## src/rtl/fec_pkg.sv

```systemverilog
// Shared constants, FSM encoding and trellis helpers for the rate-1/3, K=3 Viterbi decoder.
// The generator taps must stay identical to the transmit-side encoder.
package fec_pkg;

    localparam int N_BITS   = 32;
    localparam int K        = 3;
    localparam int N_STATES = 1 << (K - 1);
    localparam int PM_INIT  = 128;

    localparam logic [2:0] G0 = 3'b111;
    localparam logic [2:0] G1 = 3'b101;
    localparam logic [2:0] G2 = 3'b011;

    typedef enum logic [2:0] {
        ST_IDLE,
        ST_ACS,
        ST_FINDMIN,
        ST_TRACE,
        ST_DONE
    } state_e;

    // Encoder output {g0,g1,g2} when bit_in is shifted into register {bit_in, prev_state}.
    function automatic logic [2:0] expected_sym(input logic [1:0] prev_state, input logic bit_in);
        logic [2:0] sr;
        sr = {bit_in, prev_state};
        return {^(sr & G0), ^(sr & G1), ^(sr & G2)};
    endfunction

    function automatic logic [1:0] popcount3(input logic [2:0] v);
        return 2'(v[0]) + 2'(v[1]) + 2'(v[2]);
    endfunction

endpackage

```

## src/rtl/fec_viterbi_decoder_if.sv

```systemverilog
// Start/codeword request and decoded-result bundle between the receive path and the decoder.
interface fec_viterbi_decoder_if #(
    parameter int N_BITS = 32,
    parameter int MW     = 8
);
    logic                  start_in;
    logic [3*N_BITS-1:0]   fec_in;
    logic [N_BITS-1:0]     data_out;
    logic                  done_out;
    logic                  busy_out;
    logic [MW-1:0]         err_metric_out;

    modport master (
        output start_in, fec_in,
        input  data_out, done_out, busy_out, err_metric_out
    );

    modport slave (
        input  start_in, fec_in,
        output data_out, done_out, busy_out, err_metric_out
    );
endinterface

```

## src/rtl/viterbi_acs.sv

```systemverilog
// Add-compare-select for one trellis state; the lower-index predecessor wins ties.
module viterbi_acs #(
    parameter int MW = 8
) (
    input  logic [MW-1:0] pm0_in,
    input  logic [MW-1:0] pm1_in,
    input  logic [1:0]    bm0_in,
    input  logic [1:0]    bm1_in,
    output logic [MW-1:0] pm_out,
    output logic          dec_out
);
    logic [MW-1:0] cand0;
    logic [MW-1:0] cand1;

    always_comb begin
        cand0   = pm0_in + MW'(bm0_in);
        cand1   = pm1_in + MW'(bm1_in);
        dec_out = (cand1 < cand0);
        pm_out  = dec_out ? cand1 : cand0;
    end
endmodule

```

## src/rtl/fec_viterbi_decoder.sv

```systemverilog
// Hard-decision Viterbi decoder: 32 ACS steps, min-metric end state search, 32-step traceback.
// Survivor decisions are kept in registers and read back one trellis step per cycle.
module fec_viterbi_decoder
    import fec_pkg::*;
#(
    parameter int N_BITS = fec_pkg::N_BITS,
    parameter int MW     = 8
) (
    input  logic                  clk_in,
    input  logic                  rst_n_in,
    fec_viterbi_decoder_if.slave  bus
);
    localparam int CW    = 3 * N_BITS;
    localparam int CNT_W = $clog2(N_BITS);
    localparam int NS    = N_STATES;
    localparam int SW    = K - 1;

    state_e             state_q, state_d;
    logic [CW-1:0]      sr_q, sr_d;
    logic [MW-1:0]      pm_q [NS];
    logic [MW-1:0]      pm_d [NS];
    logic [NS-1:0]      surv_q [N_BITS];
    logic [NS-1:0]      surv_d [N_BITS];
    logic [CNT_W-1:0]   cnt_q, cnt_d;
    logic [SW-1:0]      tb_state_q, tb_state_d;
    logic [N_BITS-1:0]  dec_q, dec_d;
    logic [N_BITS-1:0]  data_q, data_d;
    logic [MW-1:0]      min_q, min_d;
    logic [MW-1:0]      err_q, err_d;
    logic               done_q, done_d;

    logic [2:0]         rx_sym;
    logic [MW-1:0]      acs_pm [NS];
    logic [NS-1:0]      acs_dec;
    logic [MW-1:0]      min_val;
    logic [SW-1:0]      min_idx;

    assign rx_sym = sr_q[CW-1 -: 3];

    // Predecessors of s are {s[0],0} and {s[0],1}; the input bit on both branches is s[1].
    genvar gi;
    generate
        for (gi = 0; gi < NS; gi++) begin : g_acs
            localparam logic [SW-1:0] S  = SW'(gi);
            localparam logic [SW-1:0] P0 = {S[0], 1'b0};
            localparam logic [SW-1:0] P1 = {S[0], 1'b1};
            logic [1:0] bm0;
            logic [1:0] bm1;

            always_comb begin
                bm0 = popcount3(rx_sym ^ expected_sym(P0, S[1]));
                bm1 = popcount3(rx_sym ^ expected_sym(P1, S[1]));
            end

            viterbi_acs #(.MW(MW)) u_acs (
                .pm0_in  (pm_q[P0]),
                .pm1_in  (pm_q[P1]),
                .bm0_in  (bm0),
                .bm1_in  (bm1),
                .pm_out  (acs_pm[gi]),
                .dec_out (acs_dec[gi])
            );
        end
    endgenerate

    // Strict compare keeps the lowest-index state on equal metrics.
    always_comb begin
        min_val = pm_q[0];
        min_idx = '0;
        for (int i = 1; i < NS; i++) begin
            if (pm_q[i] < min_val) begin
                min_val = pm_q[i];
                min_idx = SW'(i);
            end
        end
    end

    always_ff @(posedge clk_in or negedge rst_n_in) begin
        if (!rst_n_in) begin
            state_q    <= ST_IDLE;
            sr_q       <= '0;
            cnt_q      <= '0;
            tb_state_q <= '0;
            dec_q      <= '0;
            data_q     <= '0;
            min_q      <= '0;
            err_q      <= '0;
            done_q     <= 1'b0;
            for (int i = 0; i < NS; i++)     pm_q[i]   <= '0;
            for (int i = 0; i < N_BITS; i++) surv_q[i] <= '0;
        end else begin
            state_q    <= state_d;
            sr_q       <= sr_d;
            cnt_q      <= cnt_d;
            tb_state_q <= tb_state_d;
            dec_q      <= dec_d;
            data_q     <= data_d;
            min_q      <= min_d;
            err_q      <= err_d;
            done_q     <= done_d;
            pm_q       <= pm_d;
            surv_q     <= surv_d;
        end
    end

    always_comb begin
        state_d = state_q;
        case (state_q)
            ST_IDLE:    if (bus.start_in) state_d = ST_ACS;
            ST_ACS:     if (cnt_q == CNT_W'(N_BITS - 1)) state_d = ST_FINDMIN;
            ST_FINDMIN: state_d = ST_TRACE;
            ST_TRACE:   if (cnt_q == '0) state_d = ST_DONE;
            ST_DONE:    state_d = ST_IDLE;
            default:    state_d = ST_IDLE;
        endcase
    end

    always_comb begin
        sr_d       = sr_q;
        pm_d       = pm_q;
        surv_d     = surv_q;
        cnt_d      = cnt_q;
        tb_state_d = tb_state_q;
        dec_d      = dec_q;
        data_d     = data_q;
        min_d      = min_q;
        err_d      = err_q;
        done_d     = 1'b0;
        case (state_q)
            ST_IDLE: begin
                if (bus.start_in) begin
                    sr_d  = bus.fec_in;
                    cnt_d = '0;
                    pm_d[0] = '0;
                    for (int i = 1; i < NS; i++) pm_d[i] = MW'(PM_INIT);
                end
            end
            ST_ACS: begin
                sr_d          = sr_q << 3;
                pm_d          = acs_pm;
                surv_d[cnt_q] = acs_dec;
                cnt_d         = cnt_q + 1'b1;
            end
            ST_FINDMIN: begin
                tb_state_d = min_idx;
                min_d      = min_val;
                cnt_d      = CNT_W'(N_BITS - 1);
            end
            ST_TRACE: begin
                // Bits come out last-first, so shift in at the MSB and move right.
                dec_d      = {tb_state_q[1], dec_q[N_BITS-1:1]};
                tb_state_d = {tb_state_q[0], surv_q[cnt_q][tb_state_q]};
                cnt_d      = cnt_q - 1'b1;
            end
            ST_DONE: begin
                data_d = dec_q;
                err_d  = min_q;
                done_d = 1'b1;
            end
            default: ;
        endcase
    end

    always_comb begin
        bus.busy_out       = (state_q != ST_IDLE);
        bus.done_out       = done_q;
        bus.data_out       = data_q;
        bus.err_metric_out = err_q;
    end

endmodule

```

## src/flat_wrapper.sv

```systemverilog
// flat-port wrapper written by rule: the top's interface ports become plain ports
module fec_viterbi_decoder_flat import fec_pkg::*;
#(
    parameter int N_BITS = fec_pkg::N_BITS,
    parameter int MW     = 8
)
  (clk_in, rst_n_in, bus_start_in, bus_fec_in, bus_data_out, bus_done_out, bus_busy_out, bus_err_metric_out);
  fec_viterbi_decoder_if #(.N_BITS(N_BITS), .MW(MW)) bus_i ();
  input  logic clk_in;
  input  logic rst_n_in;
  input wire logic [$bits(bus_i.start_in)-1:0] bus_start_in;
  input wire logic [$bits(bus_i.fec_in)-1:0] bus_fec_in;
  output wire logic [$bits(bus_i.data_out)-1:0] bus_data_out;
  output wire logic [$bits(bus_i.done_out)-1:0] bus_done_out;
  output wire logic [$bits(bus_i.busy_out)-1:0] bus_busy_out;
  output wire logic [$bits(bus_i.err_metric_out)-1:0] bus_err_metric_out;
  assign bus_i.start_in = bus_start_in;
  assign bus_i.fec_in = bus_fec_in;
  assign bus_data_out = bus_i.data_out;
  assign bus_done_out = bus_i.done_out;
  assign bus_busy_out = bus_i.busy_out;
  assign bus_err_metric_out = bus_i.err_metric_out;
  fec_viterbi_decoder #(.N_BITS(N_BITS), .MW(MW)) u_core (.clk_in(clk_in), .rst_n_in(rst_n_in), .bus(bus_i));
endmodule
```

## config.mk

```make
export PLATFORM = sky130hd
export DESIGN_NAME = fec_viterbi_decoder_flat
export DESIGN_NICKNAME = d
export VERILOG_FILES = /design/src/rtl/fec_pkg.sv /design/src/rtl/fec_viterbi_decoder_if.sv /design/src/rtl/viterbi_acs.sv /design/src/rtl/fec_viterbi_decoder.sv /design/src/flat_wrapper.sv
export SDC_FILE = /design/constraint.sdc
export NUM_CORES = 1
export LEC_CHECK = 0
export ABC_CLOCK_PERIOD_IN_PS = 6300
export BUFFER_PORTS_ARGS = -buffer_cell sky130_fd_sc_hd__buf_2
export CAP_MARGIN = 5
export CORE_ASPECT_RATIO = 0.5
export CORE_MARGIN = 1.5
export CORE_UTILIZATION = 44
export DETAILED_ROUTE_END_ITERATION = 10
export PLACE_DENSITY_LB_ADDON = 0.25
export SYNTH_ARGS = -nofsm -noshare
export SYNTH_HDL_FRONTEND = slang
export SYNTH_SLANG_ARGS = --single-unit
```

## constraint.sdc

```tcl
create_clock -name clk_in -period 6.3 [get_ports clk_in]
set_input_delay 0.945 -clock clk_in [delete_from_list [all_inputs] [get_ports clk_in]]
set_output_delay 0.945 -clock clk_in [all_outputs]
set_load 0.05 [all_outputs]
```

-- Yosys cells after proc, flatten, opt, wreduce, memory -nomap -nowiden
Index checks and enable logic that the tools add are counted.
- add/subtract/negate cells: 25
- multiply operators: 0
- divide/modulo/power cells: 0
- order comparisons: 10
- equal/unequal tests: 8
- shift operators: 0
- mux-type cells: 30
- bitwise gates (word level): 8
- reduce and logical (&&, ||, !) cells: 10
- operator list (operator ; count):
    96-bit case mux with 2 select lines ; 1
    128-bit bitwise mux ; 1
    96-bit two-way mux ; 1
    8-bit by 2-bit adder with 8-bit output ; 8
    32-bit case mux with 2 select lines ; 1
    8-bit < comparator ; 7
    8-bit two-way mux ; 7
    32-bit two-way mux ; 1
    4-bit binary-select mux with 5-bit select ; 1
    4-bit demux with 5-bit select ; 1
    5-bit case mux with 4 select lines ; 1
    2-bit by 1-bit adder with 2-bit output ; 8
    1-bit by 1-bit adder with 2-bit output ; 7
    4-bit two-way mux ; 3
    3-bit case mux with 4 select lines ; 1
    3-bit two-way mux ; 3
    3-bit by 2-bit equality test with 1-bit output, second input constant ; 2
    6-bit >= comparator, second input constant ; 1
    6-bit by 1-bit < comparator with 1-bit output, second input constant ; 1
    2-bit NOT ; 3
    5-bit NOT with 6-bit output ; 1
    5-bit by 1-bit adder with 5-bit output, second input constant ; 1
    5-bit equality test, second input constant ; 1
    5-bit zero test ; 1
    20 further kinds ; 28
- register bits after elaboration: 347
- latch bits: 0
- RAM bits: 0
- ROM bits: 0
- bits of input ports: 99
- output and inout port bits: 42
- word-level logic and storage cells: 136
- memories kept: 0

-- Longest topological paths before layout
- depth after elaboration: 7
- gate-level depth with buffers: 28
- gate-level depth less buffers: 24

-- Modules after synthesis
Synthesis repeated with hierarchy kept, for this count alone.
- cells, all modules: 1725
- area, all modules: 18425.2 sq um
- modules (own cells, without submodules) (module ; instances ; cells an instance ; area an instance (sq um) ; sequential area each (sq um)):
    fec_viterbi_decoder ; 1 ; 1430 ; 16159.2 ; 8683.3
    viterbi_acs at u_core.g_acs[0].u_acs ... ; 3 ; 74 ; 566.8 ; 0.0
    viterbi_acs at u_core.g_acs[3].u_acs ; 1 ; 73 ; 565.5 ; 0.0

-- Worst setup path before layout
OpenSTA, ideal clock, no wires.
- path type: register -> register
- start point: register u_core.pm_q[26] (netlist bit)
- end point: register u_core.tb_state_q[1]
- setup time: 0.121 ns
- arrival time: 4.761 ns
- required time: 6.179 ns
- path slack: 1.418 ns
- stages on the path, launching flop included: 22
- buffers on the path: 4
- period minus slack after synthesis: 4.882 ns
- path through: dfrtp_1 clkbuf_1 inv_1 ha_1 o21a_1 nor2_1 o31ai_2 clkbuf_1 mux2i_1 ha_1 a211o_1 o41a_1 buf_2 nand2_1 o21ai_1 ha_1 nand4_1 or2_2 o31ai_4 buf_6 nand3_1 a22o_1
- longest elaborated chain between the ends: 7
- elaborated cells on any way between the ends: 8
- classes of those cells: order compare (3); mux (5)
- ends and longest elaborated chain (element ; line ; RTL):
    start, declared ; fec_viterbi_decoder.sv:20 ; logic [MW-1:0] pm_q [NS];
    start signal, assigned ; fec_viterbi_decoder.sv:101 ; pm_q <= pm_d;
    8-bit < comparator ; fec_viterbi_decoder.sv:71 ; if (pm_q[i] < min_val) begin
    8-bit two-way mux * ; fec_viterbi_decoder.sv:71 ;
    8-bit < comparator ; fec_viterbi_decoder.sv:71 ;
    8-bit two-way mux ; fec_viterbi_decoder.sv:71 ;
    8-bit < comparator ; fec_viterbi_decoder.sv:71 ;
    2-bit two-way mux * ; fec_viterbi_decoder.sv:71 ;
    2-bit case mux with 2 select lines * ; fec_viterbi_decoder.sv:129 ; case (state_q)
    end signal, assigned ; fec_viterbi_decoder.sv:95 ; tb_state_q <= tb_state_d;
    end, declared ; fec_viterbi_decoder.sv:25 ; logic [SW-1:0] tb_state_q, tb_state_d;
Mark *: on every way between the ends. The rest lies on a longest branch, timed or not.
A chain may end at the register's enable or synchronous reset.

-- Worst setup path after layout
Ends and elaborated chain as after synthesis.

==> run summary <==
worst slew pin tran -> 1.08 ns
clock buffer depth -> 3
postcts setup bufs -> 0
endpoint class of the critical path -> flop
Boundary Pins -> 141
maximum VDD drop -> 0.350 mV
CTS tree -> built
Crit path required time -> 6.72 ns
net switching fraction of the power -> 0.455
cell depth of the worst flop-to-flop path -> 21
die height -> 146 µm
DRT Wirelength -> 43800 µm
top fanout value on the critical path -> 23
grt ovf -> 0
Min Hold Slack -> 0.475 ns
Final Hold Vio Count -> 0
Final Util -> 0.503
Period minus WS final -> 5.61 ns
Initial Util -> 0.447
initial antenna violation count -> 4
commonest non-fill, non-tap cells in the layout -> nand2_1 (405), dfrtp_1 (345), nor2_1 (175)
hold depth -> 2
WL per Instance -> 17.3 µm
sequential share of the synthesized area -> 0.481
RSZ-0062 raised after global routing -> false
ys flop type -> dfrtp_1
Netlist cell types -> 60
H-tree levels -> 2
drt pass-1 iters -> 7
hpwl dp -> 29300 µm
final worst-path cycle share -> 0.890
Power Density -> 646 nW/µm²
vias in the first global route -> 13500
area share of the largest cell type after synthesis -> 0.481
Hold Crit Endpoint -> u_core.surv_q[102]$_DFFE_PN0P_
largest net degree at the start of global routing -> 117
PostCTS Resize Cnt -> 0
fin. max-slew vios -> 0
drc violations -> 0
post-synthesis area per instance -> 9.61 µm²
clk_skew -> 0.0187 ns
port bufs -> 140
Vias -> 13600
DR iter-0 viols -> 875
Max-cap violations -> 0
# setup viols final -> 0
FF-to-FF setup slack -> 0.69 ns
core area -> 40400 µm²
cell-internal power -> 0.00715 W
Fmax -> 178 MHz
first-pass GRT wire length -> 72900 µm
Leakage -> 9.36 nW
Netlist Area Pre-Place -> 18000 µm²
overall routing resource usage -> 0.213
Area growth, synth to finish -> 12.5%
syn_nets -> 2061
commonest non-fill, non-tap cell in the layout -> nand2_1
HP Class -> reg -> reg
clock-pin slew on the worst setup and hold paths -> 0.06 ns
GPL Wtd Cong -> 0.859
design area -> 20300 µm²
Post-synth EDFFs -> 0
via-per-instance ratio -> 5.40
Die ar. -> 42300 µm²
reg2reg end -> u_core.tb_state_q[1]$_DFFE_PN0N_
r2r startpoint -> u_core.pm_q[26]$_DFFE_PN0P_
Flop pwr share -> 0.295
Critical Path AT -> 6.03 ns
outcome -> finished clean
clock network fraction of total power -> 0.157
worst skew pair latency -> 0.53 ns
hold_sp -> u_core.surv_q[102]$_DFFE_PN0P_
Setup TNS -> 0 ns
row count -> 52
share of cells above drive strength 1 -> 0.177
Critical Path Source Type -> flop
final net count -> 2143
critical path class -> reg -> reg
placed cell areas -> 19200 µm²
Post-Synthesis Cells -> 1878
Synth area leader -> dfrtp_1
die width -> 289 µm
TritonCTS Buffers -> 34
Logic pwr share -> 0.548
Sw Pwr -> 0.00597 W
#FFs+latches synth -> 347
Post-synth ARST share -> 1.00
clk sinks -> 347
post-route ant nets -> 0
largest cells by area after synthesis -> dfrtp_1 (48%), nand2_1 (8.4%), mux2_2 (5.2%), ha_1 (4.7%), mux4_2 (4.1%)
clock tree root buffer cell -> clkbuf_16
worst relative slew slack -> 0.277
YS warnings -> 0
cts hold-fix bufs -> 0
Layout fillers -> 3796
## worst max path at each step
stage	start	end
3_5_place_dp	u_core.pm_q[26]$_DFFE_PN0P_	u_core.tb_state_q[1]$_DFFE_PN0N_
2_1_floorplan	u_core.pm_q[26]$_DFFE_PN0P_	u_core.tb_state_q[1]$_DFFE_PN0N_
6_report	u_core.pm_q[26]$_DFFE_PN0P_	u_core.tb_state_q[1]$_DFFE_PN0N_
3_3_place_gp	u_core.pm_q[26]$_DFFE_PN0P_	u_core.tb_state_q[1]$_DFFE_PN0N_
4_1_cts	u_core.pm_q[26]$_DFFE_PN0P_	u_core.tb_state_q[1]$_DFFE_PN0N_
5_1_grt	u_core.pm_q[26]$_DFFE_PN0P_	u_core.min_q[6]$_DFFE_PN0P_
## cells by family (layout without fill, tap and decap cells)
| logic type | after synthesis | count (layout) | synth area share |
|---|---|---|---|
| and+or+nand+nor | 703 | 703 | 0.159 |
| AOI/OAI and AO/OA | 379 | 379 | 0.124 |
| DFF | 347 | 347 | 0.481 |
| buffers and inverters | 171 | 277 | 0.0367 |
| muxes | 144 | 144 | 0.109 |
| adders and majority gates | 84 | 84 | 0.0649 |
| xor gates and xnor gates | 50 | 50 | 0.0243 |
| other | 0 | 3 | 0 |
## power groups by stage
stage	clock network, W	logic (W)	registers (W)
after floorplan	0	0.00562	0.00351
after global placement	0	0.00703	0.00388
after detailed placement	0	0.00717	0.00390
after CTS	0.00212	0.00721	0.00387
after global routing	0.00219	0.00816	0.00400
final	0.00206	0.00719	0.00387
## registers in the layout (all words and copies together) (netlist names)
register	cells
u_core.bus.data_out	32
u_core.bus.done_out	1
u_core.bus.err_metric_out	8
u_core.cnt_q	5
u_core.dec_q	32
u_core.min_q	8
u_core.pm_q	32
u_core.sr_q	96
u_core.state_q	3
u_core.surv_q	128
u_core.tb_state_q	2
## metal layers
metal	vias to the layer above	share of wire	track usage
met1	6689	0.48	0.315
met4	2	0.014	0.0440
li1	6633	-	-
met2	272	0.45	0.324
met5	-	0.00030	0
met3	50	0.055	0.0453
## synthesized netlist by cell type (all sizes together) (3+ instances only)
master  number
nor3        19
nand4       10
nand2      406
ha          68
o21a         9
nor2b       15
nand2b       8
o21ai      131
o211ai       8
or2          8
mux4        33
inv         56
nor2       175
dfrtp      347
a31oi       94
xnor2       42
and3         3
a211oi      16
a21o        13
mux2        94
nand3       48
mux2i       17
or3          3
fa          16
a21oi       82
o22ai        4
clkbuf      96
xor2         8
o31ai        4
buf         18
## final cells by class
type | count | area [µm²] | share of cell area
repair buffers | 160 | 873 | 0.0430
well taps | 540 | 676 | 0.0333
clock inverters | 10 | 93.8 | 0.00462
inverters | 57 | 214 | 0.0105
diodes | 3 | 7.51 | 0.000370
clock buffers | 50 | 1020 | 0.0503
multi-input cells | 1360 | 8730 | 0.430
flip-flops and latches | 347 | 8690 | 0.428
## per-stage QoR
step                power [W]  worst slack [ns]  std cells
floorplan             0.00912              1.42       1878
global placement       0.0109             0.916       2464
detailed placement     0.0111             0.720       2464
CTS                    0.0132             0.739       2524
global route           0.0144             0.209       2525
finish                 0.0131             0.693       2527
## critical path, stage by stage (launching register included)
cell      delay [ns]
dfrtp_1         0.53
inv_1           0.15
ha_1            0.31
o21a_1          0.10
nor2_1          0.04
o31ai_2         0.40
buf_4           0.26
mux2i_1         0.29
ha_1            0.19
nand4_1         0.12
a21oi_1         0.17
o21ai_0         0.11
nand2b_1        0.14
o41a_1          0.74
nand2_1         0.19
o21ai_1         0.13
ha_1            0.17
nand4_1         0.11
or2_2           0.35
o31ai_4         0.64
nand3_1         0.14
a22o_1          0.21
Note: power is estimated with default switching activity, not from simulation.
